--- src/rtl/fp32_pkg.sv ---
// ============================================================================
// Module   : fp32_pkg
// Brief    : Shared single-precision constants, number classification and
//            divider FSM state encoding for the FP unit.
// Revision : 1.0 - initial release
// ============================================================================
`default_nettype none

package fp32_pkg;

  localparam int FP_EXP_W = 8;
  localparam int FP_MAN_W = 23;
  localparam int FP_BIAS  = 127;

  localparam logic [31:0] QNAN    = 32'h7FC0_0000;
  localparam logic [31:0] POS_INF = 32'h7F80_0000;

  typedef enum logic [1:0] {FP_ZERO, FP_NORM, FP_INF, FP_NAN} fp_class_t;

  typedef enum logic [1:0] {IDLE, DIV, NORM, DONE} div_state_t;

  // exp==0 is classified as zero: denormals are flushed throughout the FP unit
  function automatic fp_class_t fp_class(input logic [31:0] x);
    fp_class_t c;
    if (x[30:23] == 8'h00) begin
      c = FP_ZERO;
    end else if (x[30:23] == 8'hFF) begin
      c = (x[22:0] != 23'h0) ? FP_NAN : FP_INF;
    end else begin
      c = FP_NORM;
    end
    return c;
  endfunction

endpackage

`default_nettype wire

--- src/rtl/fp_mant_div_step.sv ---
// ============================================================================
// Module   : fp_mant_div_step
// Brief    : One combinational restoring-division step on the mantissa
//            remainder; yields one quotient bit and the shifted remainder.
// Revision : 1.0 - initial release
// ============================================================================
`default_nettype none

module fp_mant_div_step #(
  parameter int MAN_W = 23
) (
  input  logic [MAN_W+1:0] i_rem,
  input  logic [MAN_W:0]   i_mb,
  output logic [MAN_W+1:0] o_rem_next,
  output logic             o_qbit
);

  logic [MAN_W+1:0] w_mb_ext;
  logic [MAN_W+1:0] w_diff;
  logic [MAN_W+1:0] w_sel;

  assign w_mb_ext   = {1'b0, i_mb};
  assign o_qbit     = (i_rem >= w_mb_ext);
  assign w_diff     = i_rem - w_mb_ext;
  assign w_sel      = o_qbit ? w_diff : i_rem;
  // The kept remainder is always below mb, so the bit shifted out is zero
  assign o_rem_next = w_sel << 1;

endmodule

`default_nettype wire

--- src/rtl/ieee754_divider_seq.sv ---
// ============================================================================
// Module   : ieee754_divider_seq
// Brief    : Iterative IEEE-754 single-precision divider, one quotient bit
//            per clock, start/busy/done handshake, truncating, FTZ.
// Revision : 1.0 - initial release
// ============================================================================
`default_nettype none

module ieee754_divider_seq
  import fp32_pkg::*;
#(
  parameter int EXP_W = FP_EXP_W,
  parameter int MAN_W = FP_MAN_W
) (
  input  logic                     clk,
  input  logic                     rst,
  input  logic                     start,
  input  logic [EXP_W+MAN_W:0]     a,
  input  logic [EXP_W+MAN_W:0]     b,
  output logic                     busy,
  output logic                     done,
  output logic [EXP_W+MAN_W:0]     result
);

  localparam int W     = 1 + EXP_W + MAN_W;
  localparam int Q_W   = MAN_W + 2;
  localparam int CNT_W = $clog2(Q_W);
  localparam logic [CNT_W-1:0] c_LAST_CNT  = CNT_W'(Q_W - 1);
  localparam logic [EXP_W+1:0] c_BIAS      = (EXP_W+2)'(FP_BIAS);
  localparam logic [EXP_W+1:0] c_BIAS_M1   = (EXP_W+2)'(FP_BIAS - 1);
  localparam logic [EXP_W:0]   c_EXP_MAX   = {1'b0, {EXP_W{1'b1}}};

  div_state_t          r_state;
  div_state_t          w_state_next;
  logic [CNT_W-1:0]    r_count;
  logic [MAN_W+1:0]    r_rem;
  logic [MAN_W:0]      r_mb;
  logic [Q_W-1:0]      r_q;
  logic                r_sign;
  logic [EXP_W-1:0]    r_ea;
  logic [EXP_W-1:0]    r_eb;
  logic [W-1:0]        r_result;
  logic                r_done;
  logic                r_busy;

  logic                w_accept;
  logic                w_special;
  logic [W-1:0]        w_spec_res;
  logic                w_sign;
  fp_class_t           w_ca;
  fp_class_t           w_cb;
  logic [MAN_W+1:0]    w_rem_next;
  logic                w_qbit;
  logic [EXP_W+1:0]    w_e;
  logic [MAN_W-1:0]    w_man;
  logic                w_ovf;
  logic                w_unf;
  logic [W-1:0]        w_norm_res;

  fp_mant_div_step #(
    .MAN_W (MAN_W)
  ) u_step (
    .i_rem      (r_rem),
    .i_mb       (r_mb),
    .o_rem_next (w_rem_next),
    .o_qbit     (w_qbit)
  );

  assign w_sign = a[W-1] ^ b[W-1];
  assign w_ca   = fp_class(a);
  assign w_cb   = fp_class(b);

  always_comb begin
    w_special  = 1'b1;
    w_spec_res = QNAN;
    if (w_ca == FP_NAN || w_cb == FP_NAN ||
        (w_ca == FP_ZERO && w_cb == FP_ZERO) ||
        (w_ca == FP_INF  && w_cb == FP_INF)) begin
      w_spec_res = QNAN;
    end else if (w_ca == FP_ZERO || w_cb == FP_INF) begin
      w_spec_res = {w_sign, {(W-1){1'b0}}};
    end else if (w_cb == FP_ZERO || w_ca == FP_INF) begin
      w_spec_res = {w_sign, POS_INF[W-2:0]};
    end else begin
      w_special  = 1'b0;
    end
  end

  // DONE lasts one cycle and is already free to take a new request
  assign w_accept = start && (r_state == IDLE || r_state == DONE);

  always_comb begin
    w_state_next = r_state;
    case (r_state)
      IDLE, DONE: begin
        if (start) begin
          w_state_next = w_special ? DONE : DIV;
        end else begin
          w_state_next = IDLE;
        end
      end
      DIV:     w_state_next = (r_count == c_LAST_CNT) ? NORM : DIV;
      NORM:    w_state_next = DONE;
      default: w_state_next = IDLE;
    endcase
  end

  always_ff @(posedge clk) begin
    if (rst) begin
      r_state <= IDLE;
    end else begin
      r_state <= w_state_next;
    end
  end

  // Quotient of two values in [1,2) lies in (0.5,2): at most one left shift
  assign w_e   = {2'b00, r_ea} - {2'b00, r_eb} + (r_q[Q_W-1] ? c_BIAS : c_BIAS_M1);
  assign w_man = r_q[Q_W-1] ? r_q[MAN_W:1] : r_q[MAN_W-1:0];
  assign w_ovf = !w_e[EXP_W+1] && (w_e[EXP_W:0] >= c_EXP_MAX);
  assign w_unf = w_e[EXP_W+1] || (w_e == '0);

  always_comb begin
    w_norm_res = {r_sign, w_e[EXP_W-1:0], w_man};
    if (w_ovf) begin
      w_norm_res = {r_sign, {EXP_W{1'b1}}, {MAN_W{1'b0}}};
    end else if (w_unf) begin
      w_norm_res = {r_sign, {(W-1){1'b0}}};
    end
  end

  always_ff @(posedge clk) begin
    if (rst) begin
      r_count  <= '0;
      r_rem    <= '0;
      r_mb     <= '0;
      r_q      <= '0;
      r_sign   <= 1'b0;
      r_ea     <= '0;
      r_eb     <= '0;
      r_result <= '0;
      r_done   <= 1'b0;
      r_busy   <= 1'b0;
    end else begin
      r_done <= (w_state_next == DONE);
      r_busy <= (w_state_next == DIV) || (w_state_next == NORM);
      if (w_accept) begin
        r_count <= '0;
        r_rem   <= {2'b01, a[MAN_W-1:0]};
        r_mb    <= {1'b1, b[MAN_W-1:0]};
        r_q     <= '0;
        r_sign  <= w_sign;
        r_ea    <= a[W-2:MAN_W];
        r_eb    <= b[W-2:MAN_W];
        if (w_special) begin
          r_result <= w_spec_res;
        end
      end else if (r_state == DIV) begin
        r_rem   <= w_rem_next;
        r_q     <= {r_q[Q_W-2:0], w_qbit};
        r_count <= r_count + 1'b1;
      end else if (r_state == NORM) begin
        r_result <= w_norm_res;
      end
    end
  end

  assign busy   = r_busy;
  assign done   = r_done;
  assign result = r_result;

endmodule

`default_nettype wire

--- config.mk ---
export PLATFORM = sky130hd
export DESIGN_NAME = ieee754_divider_seq
export DESIGN_NICKNAME = d
export VERILOG_FILES = /design/src/rtl/fp32_pkg.sv /design/src/rtl/fp_mant_div_step.sv /design/src/rtl/ieee754_divider_seq.sv
export SDC_FILE = /design/constraint.sdc
export NUM_CORES = 1
export LEC_CHECK = 0
export CAP_MARGIN = 20
export CORE_AREA = 4 4 169 171
export CTS_CLUSTER_DIAMETER = 40
export DETAILED_ROUTE_END_ITERATION = 12
export DIE_AREA = 0 0 173 175
export GPL_ROUTABILITY_DRIVEN = 1
export HOLD_SLACK_MARGIN = 0.1
export PLACE_DENSITY = 0.6
export SKIP_LAST_GASP = 1
export SLEW_MARGIN = 10
export SYNTH_ARGS = -nofsm -noshare
export SYNTH_HDL_FRONTEND = slang
export SYNTH_SLANG_ARGS = --single-unit
--- constraint.sdc ---
create_clock -name clk -period 5.1 [get_ports clk]
set_input_delay 0.51 -clock clk [delete_from_list [all_inputs] [get_ports clk]]
set_output_delay 0.51 -clock clk [all_outputs]
set_load 0.02 [all_outputs]
======== Word-level counts from Yosys, hierarchy flattened ========
Cells that the tools add are included.
word-level totals
  bits in registers ....................... 132
  input bits .............................. 67
  output and inout bits ................... 34
  logic and storage cells ................. 87
cells by class
  $add $sub $neg .......................... 4
  order comparisons ....................... 2
  equality and inequality tests ........... 15
  mux-type cells .......................... 27
  bitwise gates (word level) .............. 1
  reduce and logical (&&, ||, !) cells .... 26
operators by type and width
  operator             count
  $mux 32              7
  $mux 24              3
  $mux 31              2
  $reduce_bool 23->1   2
  $ge 25x24->1         1
  $sub 24x24->24       1
  $mux 23              1
  $eq 2x2->1 const B   8
  $eq 8x8->1 const B   2
  $logic_not 8->1      2
  $mux 2               7
  $add 9x8->10         1
  $logic_not 10->1     1
  $ge 9x8->1 const B   1
  $sub 8x8->9          1
  $logic_or 1x1->1     8
  $logic_not 2->1      3
  $mux 1               6
  $pmux 2 s3           1
  $add 5x1->5 const B  1
  $eq 5x5->1 const B   1
  $eq 2x1->1 const B   2
  $logic_and 1x1->1    4
  $reduce_bool 2->1    2
  other kinds (6)      7

======== Logic depth before layout (Yosys ltp) ========
  depth in word-level cells ............... 14
  depth in mapped cells ................... 14
  depth with buffers taken out ............ 13

======== Cells and area by module ========
Synthesis repeated with hierarchy kept, for this count alone.
unflattened totals
  cells, all modules ...................... 995
  area total of the unflattened synthesis .. 8050.2 um^2
by module, submodules not included
  module               instances  cells each  area each (um^2)  seq. area each (um^2)
  ieee754_divider_seq  1          716         6309.8            2642.5
  fp_mant_div_step     1          279         1740.4            0.0

======== Least setup slack after synthesis ========
OpenSTA, ideal clock, no wires.
  path type ............................... register to register
  from .................................... register r_ea[0]
  to ...................................... register r_result[13] (netlist: result[13])
  setup time .............................. 135 ps
  arrival time ............................ 2834 ps
  data required time ...................... 4965 ps
  setup slack ............................. 2131 ps
  cell stages (with the launch flop) ...... 14
  path buffers ............................ 1
  period minus slack after synthesis ...... 2969 ps
  path through ............................ dfxtp_1 -> inv_1 -> ha_1 -> inv_1 -> fa_1 -> a211o_1 -> a21oi_1 -> nor2_1 -> or4b_1 -> a21oi_1 -> o21ai_1 -> o21ai_2 -> buf_2 -> o41ai_2
on the way
  word-level cells in the longest chain between the ends .. 9
  elaborated cells on any way between the ends .. 12
  classes of those cells .................. add/sub (2); order compare (1); mux (5); reduce/logical (4)
ends and longest elaborated chain
  item                                                                line                        text
  from (decl)                                                         ieee754_divider_seq.sv:40   logic [EXP_W-1:0] r_ea;
  from (signal assigned)                                              ieee754_divider_seq.sv:152  r_ea <= a[W-2:MAN_W];
  $sub 8x8->9 *                                                       ieee754_divider_seq.sv:117  assign w_e = {2'b00, r_ea} - {2'b00, r_eb} + (r_q[Q_W-1] ? c_BIAS : c_BIAS_M1);
  $add 9x8->10 *                                                      ieee754_divider_seq.sv:117
  parallel branches: the longest is 3 deep, another holds $ge 9x8->1  --
  $mux 31 *                                                           ieee754_divider_seq.sv:124  if (w_ovf) begin
  $mux 32 *                                                           ieee754_divider_seq.sv:161  end else if (r_state == NORM) begin
  $mux 32 *                                                           ieee754_divider_seq.sv:157  end else if (r_state == DIV) begin
  $mux 32 *                                                           ieee754_divider_seq.sv:146  if (w_accept) begin
  to (signal assigned)                                                ieee754_divider_seq.sv:155  r_result <= w_spec_res;
  to (signal assigned)                                                ieee754_divider_seq.sv:162  r_result <= w_norm_res;
  to (decl)                                                           ieee754_divider_seq.sv:42   logic [W-1:0] r_result;
Mark *: on every way between the ends. The select of a mux whose other input is x is not followed.
A chain may end at the register's enable or synchronous reset.

======== Worst setup path in the final report ========
  from .................................... register r_mb[1]
  to ...................................... register r_rem[3]
on the way
  word-level cells in the longest chain between the ends .. 4
  elaborated cells on any way between the ends .. 5
  classes of those cells .................. add/sub (1); order compare (1); mux (3)
ends and longest elaborated chain
  item                                                   line                                            text
  from (decl)                                            ieee754_divider_seq.sv:37                       logic [MAN_W:0] r_mb;
  from (signal assigned)                                 ieee754_divider_seq.sv:149                      r_mb <= {1'b1, b[MAN_W-1:0]};
  $sub 24x24->24 / $ge 25x24->1 (equally long branches)  fp_mant_div_step.sv:24, fp_mant_div_step.sv:23
  $mux 24 *                                              fp_mant_div_step.sv:25                          assign w_sel = o_qbit ? w_diff : i_rem;
  $mux 24 *                                              ieee754_divider_seq.sv:157
  $mux 24 *                                              ieee754_divider_seq.sv:146
  to (signal assigned)                                   ieee754_divider_seq.sv:148                      r_rem <= {2'b01, a[MAN_W-1:0]};
  to (signal assigned)                                   ieee754_divider_seq.sv:158                      r_rem <= w_rem_next;
  to (decl)                                              ieee754_divider_seq.sv:36                       logic [MAN_W+1:0] r_rem;
Mark *: on every way between the ends. The rest lies on a longest branch, timed or not. The select of a mux whose other input is x is not followed.

==> impl_metrics.ini <==
[cts]
ctsHtreeMaxLevel = 4
cts_root_buffer = clkbuf_16
cts_tree = done
cts_setup_buffers = 0
holdBufCountCts = 0
clkTransAtPathRegs_ps = 60
cts_buffer_depth = 2
clock_sinks = 132
clock_latency_ps = 420
cts_resized = 0
cts_made_buffers = 17

[placement]
place.gp.congestion = 0.916
io_buffer_count = 100
hpwl_um = 17200

[global_routing]
gr-usage-all-layers_pct = 15.6
grt_pass1_vias = 7385
grt.overflow.total = 0
grt_pass1_wl_um = 39200
grt_start_max_net_pins = 66
antenna_found_initial = 0

[pwr]
finalPower_w = 0.00340
leakagePower_nw = 3.63
ir_worst_vdd_mv = 0.247
power.density_nw_per_um2 = 341

[outcome]
status = finished, final reports clean

[timing]
maxSlewHeadroom_pct = 38.3
report.final.slew_viol_count = 0
grt_setup_unrepaired = no
finalClockSkew_ps = 12.8
fmax_mhz = 291
post-route-period-util_pct = 67.3
setup_viol = 0
hold_viol = 0
finalSetupTns_ps = 0
worstMarginPinSlew_ps = 926
fin_crit_ps = 3430

[die]
dieWidth_um = 173
dieArea_um2 = 30300
core_um2 = 26900
initial_core_util_pct = 29.9
rows = 60
dieHeight_um = 175
io_pins = 101

[setup_path]
crit_path_start_kind = flip-flop
regToRegSetupSlack_ps = 1670
endpoint_kind = flip-flop
arrival_ps = 3770
crit_fanout = 17
required_ps = 5430
crit_type = flip-flop to flip-flop

[finish]
fin_nets = 1178
drive_above_1_share_pct = 7.66
area_growth_syn_to_layout_pct = 23.8
fin_util_pct = 37.1
num_antenna_cells = 0

[drt]
wl_um = 24200
drt_first_pass_iters = 6
wire_per_inst_um = 17.0
drc = 0
vias = 7649
drt.antenna.violating_nets = 0
vias_per_cell = 5.37
drt_iter0_drc = 551

[yosys]
ys_seq_area_share_pct = 32.8
synth_flop_cell = dfxtp_1
synth_edf_count = 0
synth.distinct_cells = 72
async_flop_share_pct = 0
synth-seq-cells = 132
synth_warnings = 0
synthCells = 994
netlist_area_um2 = 8050
syn_nets = 1102
syn_avg_cell_area_um2 = 8.10

[worst_hold_path]
worstHoldPathType = flip-flop to flip-flop

[run]
max_cap_viol_count = 0
## registers in the layout, summed over array words and instances, names as in the netlist, 2 cells and up
register,flops
r_ea,8
r_mb,24
r_rem,25
r_state,2
result,32
r_eb,8
r_count,5
r_q,25
## Yosys cell counts, types with 4 or more instances
library cell | n | area share, %
o311a_1 | 7 | 0.87
nand3_1 | 28 | 1.7
a21o_1 | 10 | 0.93
and3_1 | 8 | 0.62
o31ai_1 | 20 | 1.9
nor2_1 | 75 | 3.5
or2_2 | 6 | 0.47
nor2b_1 | 13 | 1.0
clkbuf_1 | 43 | 2.0
nor4_1 | 18 | 1.4
inv_1 | 48 | 2.2
a31oi_1 | 13 | 1.0
o211ai_1 | 5 | 0.47
dfxtp_1 | 132 | 33
nand3b_1 | 19 | 1.8
o22ai_1 | 9 | 0.70
nand2_1 | 137 | 6.4
buf_1 | 6 | 0.28
xnor2_1 | 15 | 1.6
nand2b_1 | 7 | 0.54
and2_1 | 4 | 0.31
o21ai_0 | 40 | 2.5
a211oi_1 | 15 | 1.4
a21oi_1 | 80 | 5.0
ha_1 | 39 | 6.1
nor3_1 | 24 | 1.5
or2_1 | 4 | 0.31
o41ai_2 | 19 | 3.8
nand4_1 | 10 | 0.78
mux2i_1 | 49 | 6.1
o21ai_1 | 5 | 0.31
o21a_1 | 14 | 1.3
xor2_1 | 7 | 0.76
a21boi_0 | 5 | 0.47
## area by class of cell
class                      instances  area (um^2)
tap                              341          427
fill                            2791        16900
clock buffer                      17          425
sequential                       132         2640
timing repair buffer             112         1110
multi-input combinational        759         5000
clock inverter                    15          176
inverter                          48          180
## worst paths after layout
| path | startpoint | endpoint | cells past startpoint |
|---|---|---|---|
| max | r_mb[1] | r_rem[3] | 10 |
| min | r_mb[22] | r_mb[22] | 2 |
| max reg2reg | r_mb[1] | r_rem[3] | 10 |
| min reg2reg | r_mb[22] | r_mb[22] | 2 |
## layout by cell type, fill, tap and decap left out, types with 11 or more instances in the layout
master / count
clkbuf_16: 17
nand2_1: 136
o31ai_1: 20
buf_4: 11
mux2i_1: 49
o21ai_0: 40
a21oi_1: 80
inv_1: 48
ha_1: 38
nand3_1: 28
nor3_1: 24
a31oi_1: 13
nand3b_1: 19
nor4_1: 18
a211oi_1: 15
o21a_1: 14
nor2b_1: 13
clkdlybuf4s50_1: 99
xnor2_1: 15
dfxtp_1: 132
nor2_1: 75
o41ai_2: 19
## stage by stage
stage	worst slack (ps)	hold slack [ps]	instances	instance area, um^2
floorplan	2130	435	994	8050
global placement	1660	441	1391	9330
detailed placement	1590	446	1392	9360
CTS	1700	458	1424	9960
global route	1350	474	1424	9960
finish	1670	455	1424	9960
## kinds of logic (layout without fill, tap and decap cells)
kind of cell / Yosys count / after routing / synth area share (%)
AOI/OAI and AO/OA: 278 / 278 / 24.8
buffers and inverters: 103 / 192 / 5.08
xor gates and xnor gates: 22 / 22 / 2.39
muxes: 52 / 52 / 6.52
and+or+nand+nor: 366 / 366 / 21.8
adders and majority gates: 41 / 41 / 6.56
DFF: 132 / 132 / 32.8
## critical path, stage by stage (launching register included)
cell       delay [ps]
dfxtp_1           380
inv_1              60
ha_1              280
nor2b_1           140
o31a_1            270
o31ai_1           480
nand4bb_1         260
and4_1            300
nor2_2            730
a211oi_1          200
o31ai_1           240
## power by group
group          leakage [nW]  total, W  switching [W]  internal (W)
clock                 0.293   0.00126       0.000560      0.000703
sequential             1.08   0.00111      0.0000322       0.00108
combinational          2.26   0.00102       0.000637      0.000387
## metal layers
| metal | global-route usage (%) | wire length, um | vias up |
|---|---|---|---|
| li1 | - | - | 3776 |
| met1 | 20.9 | 11300 | 3652 |
| met2 | 25.2 | 11100 | 191 |
| met3 | 3.25 | 1190 | 30 |
| met4 | 5.39 | 556 | 0 |
| met5 | 0 | 0 | - |
(Power assumes the default switching activity.)
